`src/rtl/lc3_pc_pkg.sv`:
```
// Shared definitions for the LC-3 program-counter unit: next-PC select codes,
// default reset vector and the control bundle sampled each cycle.
package lc3_pc_pkg;

  localparam logic [2:0] SEL_INC = 3'b000;
  localparam logic [2:0] SEL_EAB = 3'b001;
  localparam logic [2:0] SEL_BUS = 3'b010;
  localparam logic [2:0] SEL_VEC = 3'b011;
  localparam logic [2:0] SEL_RAS = 3'b100;

  localparam logic [15:0] RESET_VECTOR_DEF = 16'h3000;

  typedef struct packed {
    logic       ld;
    logic [2:0] sel;
    logic       push;
  } pc_ctrl_t;

endpackage

```
`src/rtl/ras_stack.sv`:
```
// Circular return-address LIFO. When full, a push overwrites the oldest entry;
// a simultaneous push+pop on a non-empty stack replaces the top in place.
module ras_stack #(
  parameter int WIDTH = 16,
  parameter int DEPTH = 4
) (
  input  logic             clk,
  input  logic             reset,
  input  logic             push,
  input  logic             pop,
  input  logic [WIDTH-1:0] din,
  output logic [WIDTH-1:0] top,
  output logic             empty,
  output logic             full,
  output logic             ovf,
  output logic             udf
);
  localparam int PW = $clog2(DEPTH);
  localparam int CW = $clog2(DEPTH + 1);

  logic [WIDTH-1:0] mem [DEPTH];
  logic [PW-1:0]    tptr;
  logic [CW-1:0]    cnt;
  logic [PW-1:0]    tptr_inc, tptr_dec, wr_ptr;

  // Explicit wrap keeps non-power-of-two depths correct.
  assign tptr_inc = (tptr == PW'(DEPTH - 1)) ? '0 : tptr + PW'(1);
  assign tptr_dec = (tptr == '0) ? PW'(DEPTH - 1) : tptr - PW'(1);

  assign empty = (cnt == '0);
  assign full  = (cnt == CW'(DEPTH));
  assign top   = empty ? '0 : mem[tptr];
  assign ovf   = push && !pop && full;
  assign udf   = pop && empty;

  // Push+pop on a live stack rewrites the current top; otherwise push goes above it.
  assign wr_ptr = (pop && !empty) ? tptr : tptr_inc;

  always_ff @(posedge clk or posedge reset) begin
    if (reset) begin
      tptr <= '0;
      cnt  <= '0;
    end else if (push && pop) begin
      if (empty) begin
        tptr <= tptr_inc;
        cnt  <= cnt + CW'(1);
      end
    end else if (push) begin
      tptr <= tptr_inc;
      if (!full) cnt <= cnt + CW'(1);
    end else if (pop && !empty) begin
      tptr <= tptr_dec;
      cnt  <= cnt - CW'(1);
    end
  end

  always_ff @(posedge clk) begin
    if (push) mem[wr_ptr] <= din;
  end

endmodule

```
`src/rtl/pc_ras_unit.sv`:
```
// LC-3 PC register with next-PC select and a hardware return-address stack.
// rasErr latches any RAS overflow/underflow until reset.
module pc_ras_unit
  import lc3_pc_pkg::*;
#(
  parameter int          WIDTH        = 16,
  parameter logic [31:0] RESET_VECTOR = 32'(RESET_VECTOR_DEF),
  parameter int          INC          = 1,
  parameter int          RAS_DEPTH    = 4
) (
  input  logic             clk,
  input  logic             reset,
  input  logic             ldPC,
  input  logic [2:0]       selPC,
  input  logic [WIDTH-1:0] eabOut,
  input  logic [WIDTH-1:0] Bus,
  input  logic [WIDTH-1:0] vecIn,
  input  logic             push,
  output logic [WIDTH-1:0] PCOut,
  output logic [WIDTH-1:0] rasTop,
  output logic             rasEmpty,
  output logic             rasFull,
  output logic             rasErr
);
  pc_ctrl_t         ctrl;
  logic [WIDTH-1:0] pcInc, pc_nxt;
  logic             rs_push, rs_pop, rs_ovf, rs_udf;

  assign ctrl    = '{ld: ldPC, sel: selPC, push: push};
  assign pcInc   = PCOut + WIDTH'(INC);
  assign rs_push = ctrl.ld && ctrl.push;
  assign rs_pop  = ctrl.ld && (ctrl.sel == SEL_RAS);

  ras_stack #(.WIDTH(WIDTH), .DEPTH(RAS_DEPTH)) u_ras (
    .clk   (clk),
    .reset (reset),
    .push  (rs_push),
    .pop   (rs_pop),
    .din   (pcInc),
    .top   (rasTop),
    .empty (rasEmpty),
    .full  (rasFull),
    .ovf   (rs_ovf),
    .udf   (rs_udf)
  );

  always_comb begin
    pc_nxt = PCOut;
    case (ctrl.sel)
      SEL_INC: pc_nxt = pcInc;
      SEL_EAB: pc_nxt = eabOut;
      SEL_BUS: pc_nxt = Bus;
      SEL_VEC: pc_nxt = vecIn;
      SEL_RAS: if (!rasEmpty) pc_nxt = rasTop;
      default: pc_nxt = PCOut;
    endcase
  end

  always_ff @(posedge clk or posedge reset) begin
    if (reset) begin
      PCOut  <= WIDTH'(RESET_VECTOR);
      rasErr <= 1'b0;
    end else if (ctrl.ld) begin
      PCOut <= pc_nxt;
      if (rs_ovf || rs_udf) rasErr <= 1'b1;
    end
  end

endmodule

```
`config.mk`:
```
export PLATFORM = sky130hd
export DESIGN_NAME = pc_ras_unit
export DESIGN_NICKNAME = d
export VERILOG_FILES = /design/src/rtl/lc3_pc_pkg.sv /design/src/rtl/ras_stack.sv /design/src/rtl/pc_ras_unit.sv
export SDC_FILE = /design/constraint.sdc
export NUM_CORES = 1
export LEC_CHECK = 0
export ABC_AREA = 1
export CAP_MARGIN = 20
export CORE_UTILIZATION = 40
export CTS_CLUSTER_SIZE = 25
export DETAILED_ROUTE_END_ITERATION = 10
export SLEW_MARGIN = 10
export SYNTH_ARGS = -nofsm -noshare
export SYNTH_HDL_FRONTEND = slang
export SYNTH_SLANG_ARGS = --single-unit
```
`constraint.sdc`:
```
create_clock -name clk -period 4.8 [get_ports clk]
set_input_delay 0.72 -clock clk [delete_from_list [all_inputs] [get_ports clk]]
set_output_delay 0.72 -clock clk [all_outputs]
set_load 0.005 [all_outputs]
```
==> results of run 1 <==
[worst paths after layout]
| check | startpoint | endpoint | slack (ps) | cells past startpoint |
|---|---|---|---|---|
| worst min register to register | rasErr | rasErr | 490 | 2 |
| worst min-delay path | rasErr | rasErr | 490 | 2 |
| max in group asynchronous | reset | PCOut[8] | 3330 | 2 |
| worst max register to register | u_ras.cnt[0] | u_ras.mem[1][6] | 2440 | 11 |
| min in group asynchronous | reset | PCOut[10] | 890 | 2 |
| worst max-delay path | u_ras.tptr[0] | rasTop[7] | 1690 | 6 |
[worst max-delay path, cell delays in order (launching register included)]
cell and delay (ps):
sky130_fd_sc_hd__dfrtp_1 650, sky130_fd_sc_hd__buf_4 360, sky130_fd_sc_hd__nor2_1 90, sky130_fd_sc_hd__nor2_1 90, sky130_fd_sc_hd__o21ai_0 120, sky130_fd_sc_hd__a21oi_1 210, sky130_fd_sc_hd__clkdlybuf4s50_1 540
[registers in the layout, indices dropped and copies added, names as in the netlist]
register	cells
u_ras.mem	64
PCOut	16
u_ras.cnt	3
u_ras.tptr	2
rasErr	1
[kinds of logic (layout without fill, tap and decap cells)]
family / count (synthesis) / in the layout / synth area share (%)
adders and majority gates: 6 / 6 / 1.53
AOI/OAI and AO/OA: 50 / 50 / 5.47
DFF: 86 / 86 / 50.5
xor gates and xnor gates: 7 / 7 / 1.25
buffers and inverters: 65 / 159 / 6.92
and+or+nand+nor: 396 / 396 / 34.3
[metrics by stage]
stage / cells / power [mW] / setup slack (ps) / utilization, %
after floorplan: 610 / 1.93 / 1930 / -
after global placement: 835 / 2.56 / 2060 / 49.2
after detailed placement: 835 / 2.58 / 2010 / 49.2
after CTS: 851 / 3.34 / 1640 / 51.9
after global routing: 851 / 3.55 / 1480 / 51.9
final: 851 / 3.32 / 1690 / 51.9
[layer usage]
| metal | wire length (um) | vias up | GRT usage (%) |
|---|---|---|---|
| met1 | 5880 | 1927 | 28.5 |
| met2 | 5950 | 133 | 34.4 |
| met4 | 209 | 0 | 8.44 |
| met5 | 0 | - | 0 |
| met3 | 684 | 14 | 2.92 |
| li1 | - | 2150 | - |
[cells in the final DEF, fill, tap and decap left out, types with 2 or more instances in the layout]
master                            instances
sky130_fd_sc_hd__a21oi_1                 20
sky130_fd_sc_hd__buf_4                   10
sky130_fd_sc_hd__bufinv_16                2
sky130_fd_sc_hd__clkbuf_16                9
sky130_fd_sc_hd__clkdlybuf4s50_1         89
sky130_fd_sc_hd__clkinv_4                 3
sky130_fd_sc_hd__dfrtp_1                 20
sky130_fd_sc_hd__dfstp_2                  2
sky130_fd_sc_hd__edfxtp_1                64
sky130_fd_sc_hd__ha_1                     6
sky130_fd_sc_hd__inv_1                   38
sky130_fd_sc_hd__inv_2                    4
sky130_fd_sc_hd__nand2_1                241
sky130_fd_sc_hd__nand2_2                  6
sky130_fd_sc_hd__nand3_1                 54
sky130_fd_sc_hd__nand3b_1                 2
sky130_fd_sc_hd__nand4_1                  4
sky130_fd_sc_hd__nor2_1                  76
sky130_fd_sc_hd__nor2_2                   2
sky130_fd_sc_hd__nor2_4                   5
sky130_fd_sc_hd__nor3_2                   2
sky130_fd_sc_hd__o21ai_0                 22
sky130_fd_sc_hd__o21ai_1                  2
sky130_fd_sc_hd__o21ai_2                  3
sky130_fd_sc_hd__o21bai_1                 2
sky130_fd_sc_hd__xor2_1                   6
[cell type report]
cell class	instances	area [um2]
tap	147	184
multi-input combinational	459	2090
timing repair buffer	99	966
inverter	44	173
sequential	86	2470
clock inverter	7	98.8
clock buffer	9	225
fill	1162	5750
[power groups by stage]
stage	sequential, mW	clock (mW)	combinational, mW
2_1_floorplan	1.10	0	0.831
3_3_place_gp	1.14	0	1.42
3_5_place_dp	1.14	0	1.44
4_1_cts	1.13	0.763	1.45
5_1_grt	1.15	0.794	1.60
6_report	1.13	0.754	1.44
==> parameters.txt, run 1 <==
Parameter                              Value

Logic synthesis
  Post-synthesis cell type count    35
  Async set-or-reset flop fraction in the synthesized netlist    25.6%
  Post-Syn Instances    610
  Cell taking the most area after synthesis    sky130_fd_sc_hd__edfxtp_1
  Number of enable-type register cells in the synthesized netlist    64
  Most common cell in the synthesized netlist    sky130_fd_sc_hd__nand2_1
  Fraction of the yosys area taken by sequential cells    50.5%
  Most frequently used flop master after synthesis    sky130_fd_sc_hd__edfxtp_1
  Leading cell types by total area after synthesis    sky130_fd_sc_hd__edfxtp_1 (39%), sky130_fd_sc_hd__nand2_1 (18%), sky130_fd_sc_hd__dfrtp_1 (10%)
  Top cells by count, synth    sky130_fd_sc_hd__nand2_1 (241), sky130_fd_sc_hd__nor2_1 (76), sky130_fd_sc_hd__edfxtp_1 (64), sky130_fd_sc_hd__nand3_1 (54), sky130_fd_sc_hd__inv_1 (38)
  Number of nets produced by synthesis    671
  Yosys top cell area share    39.2%
  Register bit count reported by yosys    86
  Mean instance size in the synthesized netlist    8.03 um2
  Number of warnings issued by yosys    0
  Syn Std Cell Area    4900 um2

Setup path
  Largest driver fanout on the critical path    23
  Critical path data arrival time    2390 ps
  Crit Path Class    reg -> out
  Critical Path End Type    output pin
  Required arrival time at the worst endpoint    4080 ps
  Crit start category    register

Timing
  Fin. max-slew vios    0
  Actual slew at the worst max-slew pin    948 ps
  Number of endpoints failing setup at the final stage    0
  Clock period minus worst slack    3110 ps
  Worst Hold Margin    491 ps
  Final setup skew    6.61 ps
  Hold violation total from the final report    0
  RSZ-0062 raised after global routing    false
  Setup total negative slack    0 ps
  Achievable Freq    321 MHz
  Fin crit share    64.8%
  Headroom to the max-slew limit    36.8%

Status
  Outcome    finished, final reports clean

Clocking
  Gates resized, CTS repair    0
  Clock sink count    86
  Post-CTS setup-driven buffer insertion count    0
  TritonCTS Buffers    9
  Deepest level of the CTS H-tree    3
  Worst skew pair latency    340 ps
  Clk slew on worst S/H paths    60 ps
  CTS Hold Buffers Added    0
  CTS max path bufs    2
  Clock tree from TritonCTS    yes
  Master cell of the clock root buffer    sky130_fd_sc_hd__clkbuf_16

Routing
  Mean routed wirelength per cell    15.0 um
  Final routed wirelength across all metal layers    12.7 mm
  Detailed-routing iteration count for the pre-antenna-repair pass    7
  Via density per instance    4.96
  1st-iter DRT viols    288
  Remaining design rule violation count    0
  Count of antenna-violating nets left after detailed routing    0
  Overall via count from detail_route    4224

Global route
  Pin count of the biggest net entering global routing    25
  Number of antenna violations at the first check in global routing    0
  Global-route wire length before repair    20.6 mm
  Total congestion overflow after global routing    0
  Total routing usage reported by global routing    21.1%
  Via count of the first global-routing pass    4030

Power
  P_sw    1.26 mW
  Max rail drop VDD    0.000189 V
  Switching portion of total power    37.9%
  Power density over the cells    534 nW/um2
  Share of total power in combinational logic    43.3%
  Cell-internal power    2.06 mW
  Sequential Power Share    34.0%
  Clk network pwr share    22.7%
  Leakage    2.70 nW

Die
  Boundary Pins    90
  Cell row count    40
  Die X    113 um
  Core area    12000 um2
  Die height    113 um
  Area enclosed by the die boundary    12700 um2
  Initial core utilization    41.0%

Placement
  Global placer's final weighted congestion    0.855
  Cell area after placement    5890 um2
  PortBufs    89
  Detailed placement HPWL    9.50 mm

Layout
  Area Overhead vs Synth    26.8%
  Number of diodes    0
  Share of layout cells above drive strength 1    7.95%
  Fin area    6210 um2
  Total number of nets in the final design    760

Run
  Max-cap violation count    0

Min path
  Class of the most critical hold timing path    reg -> reg
Power figures use the tool's default switching activity.
==> run 2: changes to the inputs <==
--- a/config.mk
+++ b/config.mk
@@ -10,6 +10,7 @@
 export CORE_UTILIZATION = 40
 export CTS_CLUSTER_SIZE = 25
 export DETAILED_ROUTE_END_ITERATION = 10
+export PLACE_DENSITY = 0.66
 export SLEW_MARGIN = 10
 export SYNTH_ARGS = -nofsm -noshare
 export SYNTH_HDL_FRONTEND = slang
==> constraint.sdc (replaced) <==
create_clock -name clk -period 2.75 [get_ports clk]
set_input_delay 0.4125 -clock clk [delete_from_list [all_inputs] [get_ports clk]]
set_output_delay 0.4125 -clock clk [all_outputs]
set_load 0.005 [all_outputs]
==> parameters.txt, run 2 (synthesized netlist as in run 1, its figures left out) <==
Parameter                              Value

Timing
  Final setup skew    5.88 ps
  Achievable Freq    391 MHz
  Clock period minus worst slack    2560 ps
  Fin. max-slew vios    0
  Hold violation total from the final report    0
  Actual slew at the worst max-slew pin    928 ps
  RSZ-0062 raised after global routing    false
  Setup total negative slack    0 ps
  Headroom to the max-slew limit    38.1%
  Number of endpoints failing setup at the final stage    0
  Fin crit share    92.9%

Run
  Max-cap violation count    0

Die
  Boundary Pins    90
  Core area    12000 um2
  Cell row count    40
  Initial core utilization    41.0%
  Die height    113 um
  Die X    113 um
  Area enclosed by the die boundary    12700 um2

Min path
  Number of cells on the worst hold path    2
  Class of the most critical hold timing path    reg -> reg

Global route
  Via count of the first global-routing pass    3979
  Total congestion overflow after global routing    0
  Number of antenna violations at the first check in global routing    0
  Global-route wire length before repair    19.4 mm
  Pin count of the biggest net entering global routing    34
  Total routing usage reported by global routing    20.0%

Placement
  PortBufs    89
  Detailed placement HPWL    9.17 mm
  Global placer's final weighted congestion    0.875

Setup path
  Required arrival time at the worst endpoint    2340 ps
  R2R depth    11
  Crit Path Class    reg -> out
  Critical path data arrival time    2140 ps
  Critical Path End Type    output pin
  Crit start category    register
  Largest driver fanout on the critical path    33

Routing
  1st-iter DRT viols    335
  Final routed wirelength across all metal layers    12.2 mm
  Mean routed wirelength per cell    14.4 um
  Overall via count from detail_route    4257
  Count of antenna-violating nets left after detailed routing    0
  Detailed-routing iteration count for the pre-antenna-repair pass    6
  Via density per instance    5.01
  Remaining design rule violation count    0

Power
  Cell-internal power    3.59 mW
  Power consumption    5.74 mW
  P_sw    2.15 mW
  Power density over the cells    927 nW/um2
  Clk network pwr share    22.3%
  Sequential Power Share    33.9%
  Leakage    2.69 nW
  Max rail drop VDD    0.000399 V
  Share of total power in combinational logic    43.8%
  Switching portion of total power    37.5%

Clocking
  Post-CTS setup-driven buffer insertion count    0
  Gates resized, CTS repair    0
  Deepest level of the CTS H-tree    3
  CTS max path bufs    2
  Clk slew on worst S/H paths    60 ps
  Clock tree from TritonCTS    yes
  Worst skew pair latency    340 ps
  TritonCTS Buffers    9
  CTS Hold Buffers Added    0
  Master cell of the clock root buffer    sky130_fd_sc_hd__clkbuf_16
  Clock sink count    86

Layout
  Max FFs per register    64
  Most frequent standard cell in the layout excluding fill and tap cells    sky130_fd_sc_hd__nand2_1
  Register area    2470 um2
  Area used by multi-input combinational logic    2090 um2
  Commonest non-fill, non-tap cells in the layout    sky130_fd_sc_hd__nand2_1 (241), sky130_fd_sc_hd__clkdlybuf4s50_1 (89), sky130_fd_sc_hd__nor2_1 (76), sky130_fd_sc_hd__edfxtp_1 (64), sky130_fd_sc_hd__nand3_1 (54)
  Number of diodes    0
  Share of layout cells above drive strength 1    7.54%
  Area Overhead vs Synth    26.4%
  Leading registers by flop count    u_ras.mem (64), PCOut (16), u_ras.cnt (3)
  Largest Register    u_ras.mem
  Number of fill cells in the layout    1109
  Total number of nets in the final design    759

Status
  Outcome    finished, final reports clean
## run 2: metrics by stage
stage	hold WS, ps	util (%)	setup WS (ps)	instance area (um2)	instances
3_3_place_gp	472	49.2	320	5880	834
4_1_cts	477	51.8	186	6190	850
3_5_place_dp	464	49.2	255	5880	834
6_report	479	51.8	195	6190	850
2_1_floorplan	400	-	12.3	4900	610
5_1_grt	526	51.8	76.3	6190	850
## run 2: power groups by stage
stage               logic (mW)  registers, mW  clock network [mW]
floorplan                 1.45           1.92                   0
global placement          2.47           1.96                   0
detailed placement        2.50           1.97                   0
CTS                       2.52           1.94                1.29
global route              2.80           1.97                1.35
finish                    2.52           1.95                1.28
## run 2: worst max-delay path, stage by stage (launching register included)
cell,delay [ps]
sky130_fd_sc_hd__dfrtp_1,390
sky130_fd_sc_hd__inv_1,60
sky130_fd_sc_hd__buf_4,310
sky130_fd_sc_hd__o21ai_0,230
sky130_fd_sc_hd__a21oi_1,260
sky130_fd_sc_hd__clkdlybuf4s50_1,540
## run 2: layer usage
metal	global-route usage [%]	vias up	share of wire, %	wire, um
met5	0	-	0	0
met4	9.16	0	2.0	239
met3	3.24	15	7.6	930
met2	31.2	173	44	5400
met1	27.3	1925	46	5630
li1	-	2144	-	-
## run 2: layout make-up
class	count	area share, %
clock buffer	10	3.70
clock inverter	6	1.37
inverter	44	2.79
multi-input combinational	459	33.7
sequential	86	40.0
tap	147	2.97
timing repair buffer	98	15.5
## run 2: worst paths after layout
path | from | endpoint | slack [ps]
max | u_ras.tptr[0] | rasTop[7] | 190
min | rasErr | rasErr | 480
max reg2reg | u_ras.cnt[0] | u_ras.mem[3][11] | 380
min reg2reg | rasErr | rasErr | 480
max in group asynchronous | reset | PCOut[9] | 1600
min in group asynchronous | reset | rasErr | 570
